$ cat src/rtl/status_bits_pkg.sv
// Shared definitions for the multiplier status-word monitor: bit map, rule pairs, FSM states.
// Latency: n/a (definitions only).
// Backpressure: n/a.
package status_bits_pkg;

    typedef logic [2:0] bit_idx_t;

    localparam bit_idx_t ZERO_B    = 3'd0;
    localparam bit_idx_t INF_B     = 3'd1;
    localparam bit_idx_t NAN_B     = 3'd2;
    localparam bit_idx_t TINY_B    = 3'd3;
    localparam bit_idx_t HUGE_B    = 3'd4;
    localparam bit_idx_t INEXACT_B = 3'd5;

    localparam int NUM_RULES = 8;

    // Rule r is violated when status bits RULE_A[r] and RULE_B[r] are both set.
    localparam bit_idx_t RULE_A [NUM_RULES] = '{
        ZERO_B, ZERO_B, ZERO_B, INF_B, NAN_B, NAN_B, NAN_B,     TINY_B
    };
    localparam bit_idx_t RULE_B [NUM_RULES] = '{
        INF_B,  NAN_B,  HUGE_B, TINY_B, TINY_B, HUGE_B, INEXACT_B, HUGE_B
    };

    typedef enum logic [1:0] {
        ST_IDLE = 2'd0,
        ST_RUN  = 2'd1,
        ST_HALT = 2'd2
    } mon_state_t;

    function automatic int ch_w(input int n);
        return (n > 1) ? $clog2(n) : 1;
    endfunction

endpackage

$ cat src/rtl/status_rule_eval.sv
// Flags every illegal status-bit pair of one lane's 8-bit status word.
// Latency: combinational.
// Backpressure: none; pure function of its inputs.
module status_rule_eval
    import status_bits_pkg::*;
(
    input  logic [7:0]           status,
    input  logic [NUM_RULES-1:0] rule_en,
    output logic [NUM_RULES-1:0] viol
);

    // Reserved bits [7:6] carry no meaning for any rule.
    logic unused_rsvd;
    assign unused_rsvd = ^status[7:6];

    for (genvar r = 0; r < NUM_RULES; r++) begin : g_rule
        assign viol[r] = rule_en[r] & status[RULE_A[r]] & status[RULE_B[r]];
    end

endmodule

$ cat src/rtl/status_bits_monitor.sv
// Checks NUM_CH multiplier status words for illegal bit pairs; sticky flags, saturating counters, first-failure capture.
// Latency: status in cycle N -> flags/counters/capture updated at edge N+2.
// Backpressure: none; input is observed every cycle, ignored outside RUN.
module status_bits_monitor
    import status_bits_pkg::*;
#(
    parameter int NUM_CH      = 2,
    parameter int CNT_W       = 8,
    parameter int TS_W        = 16,
    parameter bit STOP_ON_ERR = 1'b1
) (
    input  logic                         clk,
    input  logic                         rst,
    input  logic                         arm_i,
    input  logic                         clr_i,
    input  logic [NUM_RULES-1:0]         rule_en_i,
    input  logic [NUM_CH-1:0]            valid_i,
    input  logic [NUM_CH*8-1:0]          status_i,
    output logic [1:0]                   state_o,
    output logic [NUM_RULES-1:0]         err_o,
    output logic                         any_err_o,
    output logic [NUM_RULES*CNT_W-1:0]   viol_cnt_o,
    output logic [2:0]                   first_rule_o,
    output logic [ch_w(NUM_CH)-1:0]      first_ch_o,
    output logic [7:0]                   first_status_o,
    output logic [TS_W-1:0]              first_time_o
);

    localparam int              CH_W    = ch_w(NUM_CH);
    localparam logic [CNT_W-1:0] CNT_MAX = '1;
    localparam logic [TS_W-1:0]  TS_MAX  = '1;

    mon_state_t                         state_q, state_d;
    logic                               in_run;
    logic [TS_W-1:0]                    ts_q;
    logic [NUM_CH-1:0]                  s1_vld_q;
    logic [NUM_CH*8-1:0]                s1_status_q;
    logic [TS_W-1:0]                    s1_ts_q;
    logic [NUM_CH-1:0][NUM_RULES-1:0]   lane_viol;
    logic [NUM_RULES-1:0]               fire;
    logic [NUM_RULES-1:0]               err_q;
    logic [NUM_RULES-1:0][CNT_W-1:0]    cnt_q;
    logic [2:0]                         cap_rule;
    logic [CH_W-1:0]                    cap_ch;
    logic [7:0]                         cap_status;

    assign in_run = (state_q == ST_RUN);

    // Stage 1: only lanes seen while running are qualified; the timestamp travels with the data.
    always_ff @(posedge clk or negedge rst) begin
        if (!rst) begin
            s1_vld_q    <= '0;
            s1_status_q <= '0;
            s1_ts_q     <= '0;
        end else begin
            s1_vld_q    <= in_run ? valid_i : '0;
            s1_status_q <= status_i;
            s1_ts_q     <= ts_q;
        end
    end

    for (genvar c = 0; c < NUM_CH; c++) begin : g_lane
        status_rule_eval u_eval (
            .status  (s1_status_q[8*c +: 8]),
            .rule_en (rule_en_i & {NUM_RULES{s1_vld_q[c]}}),
            .viol    (lane_viol[c])
        );
    end

    // Stage 2 evaluation; stage-1 data is void once the block has left RUN.
    always_comb begin
        fire = '0;
        for (int c = 0; c < NUM_CH; c++) begin
            fire = fire | lane_viol[c];
        end
        if (!in_run) begin
            fire = '0;
        end
    end

    // Scan from the top so the lowest lane, then the lowest rule, is the final winner.
    always_comb begin
        cap_rule   = '0;
        cap_ch     = '0;
        cap_status = '0;
        for (int c = NUM_CH - 1; c >= 0; c--) begin
            for (int r = NUM_RULES - 1; r >= 0; r--) begin
                if (lane_viol[c][r]) begin
                    cap_rule   = 3'(r);
                    cap_ch     = CH_W'(c);
                    cap_status = s1_status_q[8*c +: 8];
                end
            end
        end
    end

    always_comb begin
        state_d = state_q;
        case (state_q)
            ST_IDLE: if (arm_i && !clr_i) state_d = ST_RUN;
            ST_RUN: begin
                if (clr_i)                     state_d = ST_IDLE;
                else if (STOP_ON_ERR && |fire) state_d = ST_HALT;
            end
            ST_HALT: if (clr_i) state_d = ST_IDLE;
            default: state_d = ST_IDLE;
        endcase
    end

    always_ff @(posedge clk or negedge rst) begin
        if (!rst) begin
            state_q <= ST_IDLE;
        end else begin
            state_q <= state_d;
        end
    end

    always_ff @(posedge clk or negedge rst) begin
        if (!rst) begin
            ts_q           <= '0;
            err_q          <= '0;
            cnt_q          <= '0;
            first_rule_o   <= '0;
            first_ch_o     <= '0;
            first_status_o <= '0;
            first_time_o   <= '0;
        end else if (clr_i) begin
            ts_q           <= '0;
            err_q          <= '0;
            cnt_q          <= '0;
            first_rule_o   <= '0;
            first_ch_o     <= '0;
            first_status_o <= '0;
            first_time_o   <= '0;
        end else begin
            if (state_q == ST_IDLE && arm_i) begin
                ts_q <= '0;
            end else if (in_run && ts_q != TS_MAX) begin
                ts_q <= ts_q + 1'b1;
            end
            err_q <= err_q | fire;
            for (int r = 0; r < NUM_RULES; r++) begin
                if (fire[r] && cnt_q[r] != CNT_MAX) begin
                    cnt_q[r] <= cnt_q[r] + 1'b1;
                end
            end
            if (!any_err_o && |fire) begin
                first_rule_o   <= cap_rule;
                first_ch_o     <= cap_ch;
                first_status_o <= cap_status;
                first_time_o   <= s1_ts_q;
            end
        end
    end

    assign state_o    = state_q;
    assign err_o      = err_q;
    assign any_err_o  = |err_q;
    assign viol_cnt_o = cnt_q;

endmodule

$ cat config.mk
export PLATFORM = sky130hd
export DESIGN_NAME = status_bits_monitor
export DESIGN_NICKNAME = d
export VERILOG_FILES = /design/src/rtl/status_bits_pkg.sv /design/src/rtl/status_rule_eval.sv /design/src/rtl/status_bits_monitor.sv
export SDC_FILE = /design/constraint.sdc
export NUM_CORES = 1
export LEC_CHECK = 0
export CORE_MARGIN = 5
export CORE_UTILIZATION = 40
export DETAILED_ROUTE_END_ITERATION = 10
export PLACE_DENSITY_LB_ADDON = 0.15
export SLEW_MARGIN = 10
export SYNTH_ARGS = -nofsm -noshare
export SYNTH_HDL_FRONTEND = slang
export SYNTH_SLANG_ARGS = --single-unit
$ cat constraint.sdc
create_clock -name clk -period 2.1 [get_ports clk]
set_clock_uncertainty 0.1 [all_clocks]
set_input_delay 0.315 -clock clk [delete_from_list [all_inputs] [get_ports clk]]
set_output_delay 0.315 -clock clk [all_outputs]
set_load 0.1 [all_outputs]
==> results.sh <==
export IMPL_seqCellArea_um2=3905
export IMPL_synthTopCellsByArea="dfrtp_1 53%, nor2_1 4.9%, xnor2_1 4.8%"
export IMPL_globalRouteMet3Util=0.04859
export IMPL_clock_latency_ns=0.42
export IMPL_critPathCaptureType="flop"
export IMPL_whs_ns=0.1903
export IMPL_grt_ovfl_total=0
export IMPL_max_cap_violations=0
export IMPL_hold_violations=0
export IMPL_path_max_fanout=7
export IMPL_grt_max_degree=74
export IMPL_async_flop_share=1.000
export IMPL_grt_pass1_vias=5991
export IMPL_grt_total_usage=0.1929
export IMPL_multi_input_area_um2=3256
export IMPL_nets=915
export IMPL_synth_avg_cell_area_um2=10.59
export IMPL_status="completed"
export IMPL_cts_tree="yes"
export IMPL_use_met1=0.2532
export IMPL_wl_um=19610
export IMPL_synth_top_area_share=0.5327
export IMPL_cp_data_arrival_time_ns=2.25
export IMPL_viasPerCell=5.445
export IMPL_syn_inst=674
export IMPL_wl_per_cell_um=17.61
export IMPL_yosys_warnings=0
export IMPL_post_synth_num_cell_types=61
export IMPL_ios=133
export IMPL_die_width_um=143.6
export IMPL_dp_cells=1073
export IMPL_synth_common_cells="152 x dfrtp_1, 93 x nor2_1, 40 x nand2_1"
export IMPL_max_slew_margin=0.4779
export IMPL_power_density_nw_per_um2=714.0
export IMPL_portBuffers=132
export IMPL_start_util=0.4100
export IMPL_tightest_slew_ns=0.7832
export IMPL_top_usage_layer="met2"
export IMPL_antenna_found_initial=1
export IMPL_coreArea_um2=17420
export IMPL_h_tree_depth=4
export IMPL_syn_cell_area_um2=7141
export IMPL_critPathRequiredTime_ns=2.33
export IMPL_seq_area_frac_synth=0.5327
export IMPL_diodes=0
export IMPL_cts_clk_slew_worst_paths_ns=0.06
export IMPL_cts_made_buffers=17
export IMPL_detail_route_antenna_nets=0
export IMPL_cts_buffer_depth=2
export IMPL_drc=0
export IMPL_grt_setup_unrepaired="true"
export IMPL_leakage_nw=4.402
export IMPL_dr_pass1_iters=5
export IMPL_finalSetupViolCount=0
export IMPL_cp_start_kind="flop"
export IMPL_num_rows=48
export IMPL_fin_crit_ns=2.028
export IMPL_drive_gt1_frac=0.3476
export IMPL_drt_iter0_markers=429
export IMPL_synth_most_common_cell="dfrtp_1"
export IMPL_fin_crit_sh=0.9659
export IMPL_dr_total_vias=6066
export IMPL_setup_worst_path_class="reg -> reg"
export IMPL_tns_ns=0
export IMPL_dp_hpwl_um=14280
export IMPL_syn2layout_area_growth_pct=39.02
export IMPL_fin_cells=1114
export IMPL_irDropWorstVdd_uv=558.0
export IMPL_synth_fp_nets=713
export IMPL_clockRootBuffer="clkbuf_16"
export IMPL_power_total_mw=7.088
export IMPL_utilization=0.5700
export IMPL_netlist_top_cell_by_area="dfrtp_1"
export IMPL_die_area_um2=20620
export IMPL_ys_flop_type="dfrtp_1"
export IMPL_worstHoldPathType="in -> reg"
export IMPL_ys_seq_elements=152
export IMPL_cts_sinks=152
export IMPL_grt_pass1_wl_um=31440
export IMPL_n_fill_cell=1487
export IMPL_die_y_um=143.6
export IMPL_grt_use_met2=0.3170
export IMPL_synth_edff_count=0
export IMPL_max_freq_mhz=493.0
export IMPL_gp_congestion=0.8960
export IMPL_slew_violations=0
[report_power, final]
part	total [mW]	switching (mW)	internal, mW
clock network	3.42	1.23	2.19
registers	3.02	0.0551	2.97
logic	0.645	0.393	0.251
[layout make-up]
| class | count | area share |
|---|---|---|
| clock inverter | 12 | 0.02117 |
| clock buffer | 20 | 0.04600 |
| multi-input combinational | 485 | 0.3280 |
| sequential | 152 | 0.3934 |
| inverter | 13 | 0.004916 |
| timing repair buffer | 207 | 0.1782 |
| tap | 225 | 0.02836 |
[layout by cell type, fill, tap and decap left out, types with 20 or more instances in the layout]
cell,instances
nand3_1,25
xnor2_1,39
dfrtp_2,51
dfrtp_1,91
nor3_1,20
clkdlybuf4s50_1,25
xor2_1,21
nor2_1,92
a22o_1,21
nand2_1,38
nand4_1,38
a21oi_1,25
buf_4,161
[stage by stage]
stage	worst slack [ns]	area [um2]
3_3_place_gp	-0.2950	9116
2_1_floorplan	-0.1834	7332
3_5_place_dp	-0.3258	9116
4_1_cts	-0.0007265	9841
6_report	0.07156	9927
5_1_grt	-0.007025	9927
[metal layers]
layer | share of wire | vias to the layer above
met2 | 0.50 | 191
li1 | - | 2862
met4 | 0.018 | 2
met3 | 0.057 | 32
met1 | 0.43 | 2979
met5 | 0.00036 | -
[kinds of logic (layout without fill, tap and decap cells)]
group | after synthesis | count (layout) | share of synthesized area
DFF | 152 | 152 | 0.5327
AOI/OAI and AO/OA | 118 | 118 | 0.1218
buffers and inverters | 37 | 252 | 0.02786
and+or+nand+nor | 293 | 293 | 0.2213
xor gates and xnor gates | 60 | 60 | 0.07359
adders and majority gates | 9 | 9 | 0.01577
muxes | 5 | 5 | 0.007009
[state kept, by name, indices dropped and copies added (netlist names)]
signal / cells
s1_vld_q: 2
s1_ts_q: 16
first_rule_o: 3
ts_q: 16
viol_cnt_o: 64
err_o: 8
s1_status_q: 16
first_status_o: 8
state_o: 2
first_ch_o: 1
first_time_o: 16
[critical path, cell delays in order, from the launching register on]
cell and delay, ns:
dfrtp_4 0.51, ha_4 0.18, and3_1 0.19, a221o_2 0.44, or3_1 0.36, a21oi_1 0.15
[final timing paths]
kind                                                 from                    endpoint  slack, ns  cells past startpoint
worst min-delay path                                clr_i      state_o[1]$_DFFE_PN0P_       0.19                      3
worst min register to register        ts_q[5]$_DFFE_PN0P_        s1_ts_q[5]$_DFF_PN0_       0.32                      0
min in group asynchronous                             rst  viol_cnt_o[55]$_DFFE_PN0P_       0.31                      2
worst max-delay path            viol_cnt_o[1]$_DFFE_PN0P_   viol_cnt_o[3]$_DFFE_PN0P_       0.07                      5
max in group asynchronous                             rst       s1_vld_q[0]$_DFF_PN0_       0.92                      3
worst max register to register  viol_cnt_o[1]$_DFFE_PN0P_   viol_cnt_o[3]$_DFFE_PN0P_       0.07                      5
[timing repair]
item                       in CTS  in global routing
hold buffers                    1                  0
resized for setup               6                 19
setup endpoints to repair      23                 45
setup buffers                   4                  6
pin swaps                       7                 10
hold endpoints to repair       46                  0
Power figures use the tool's default switching activity.
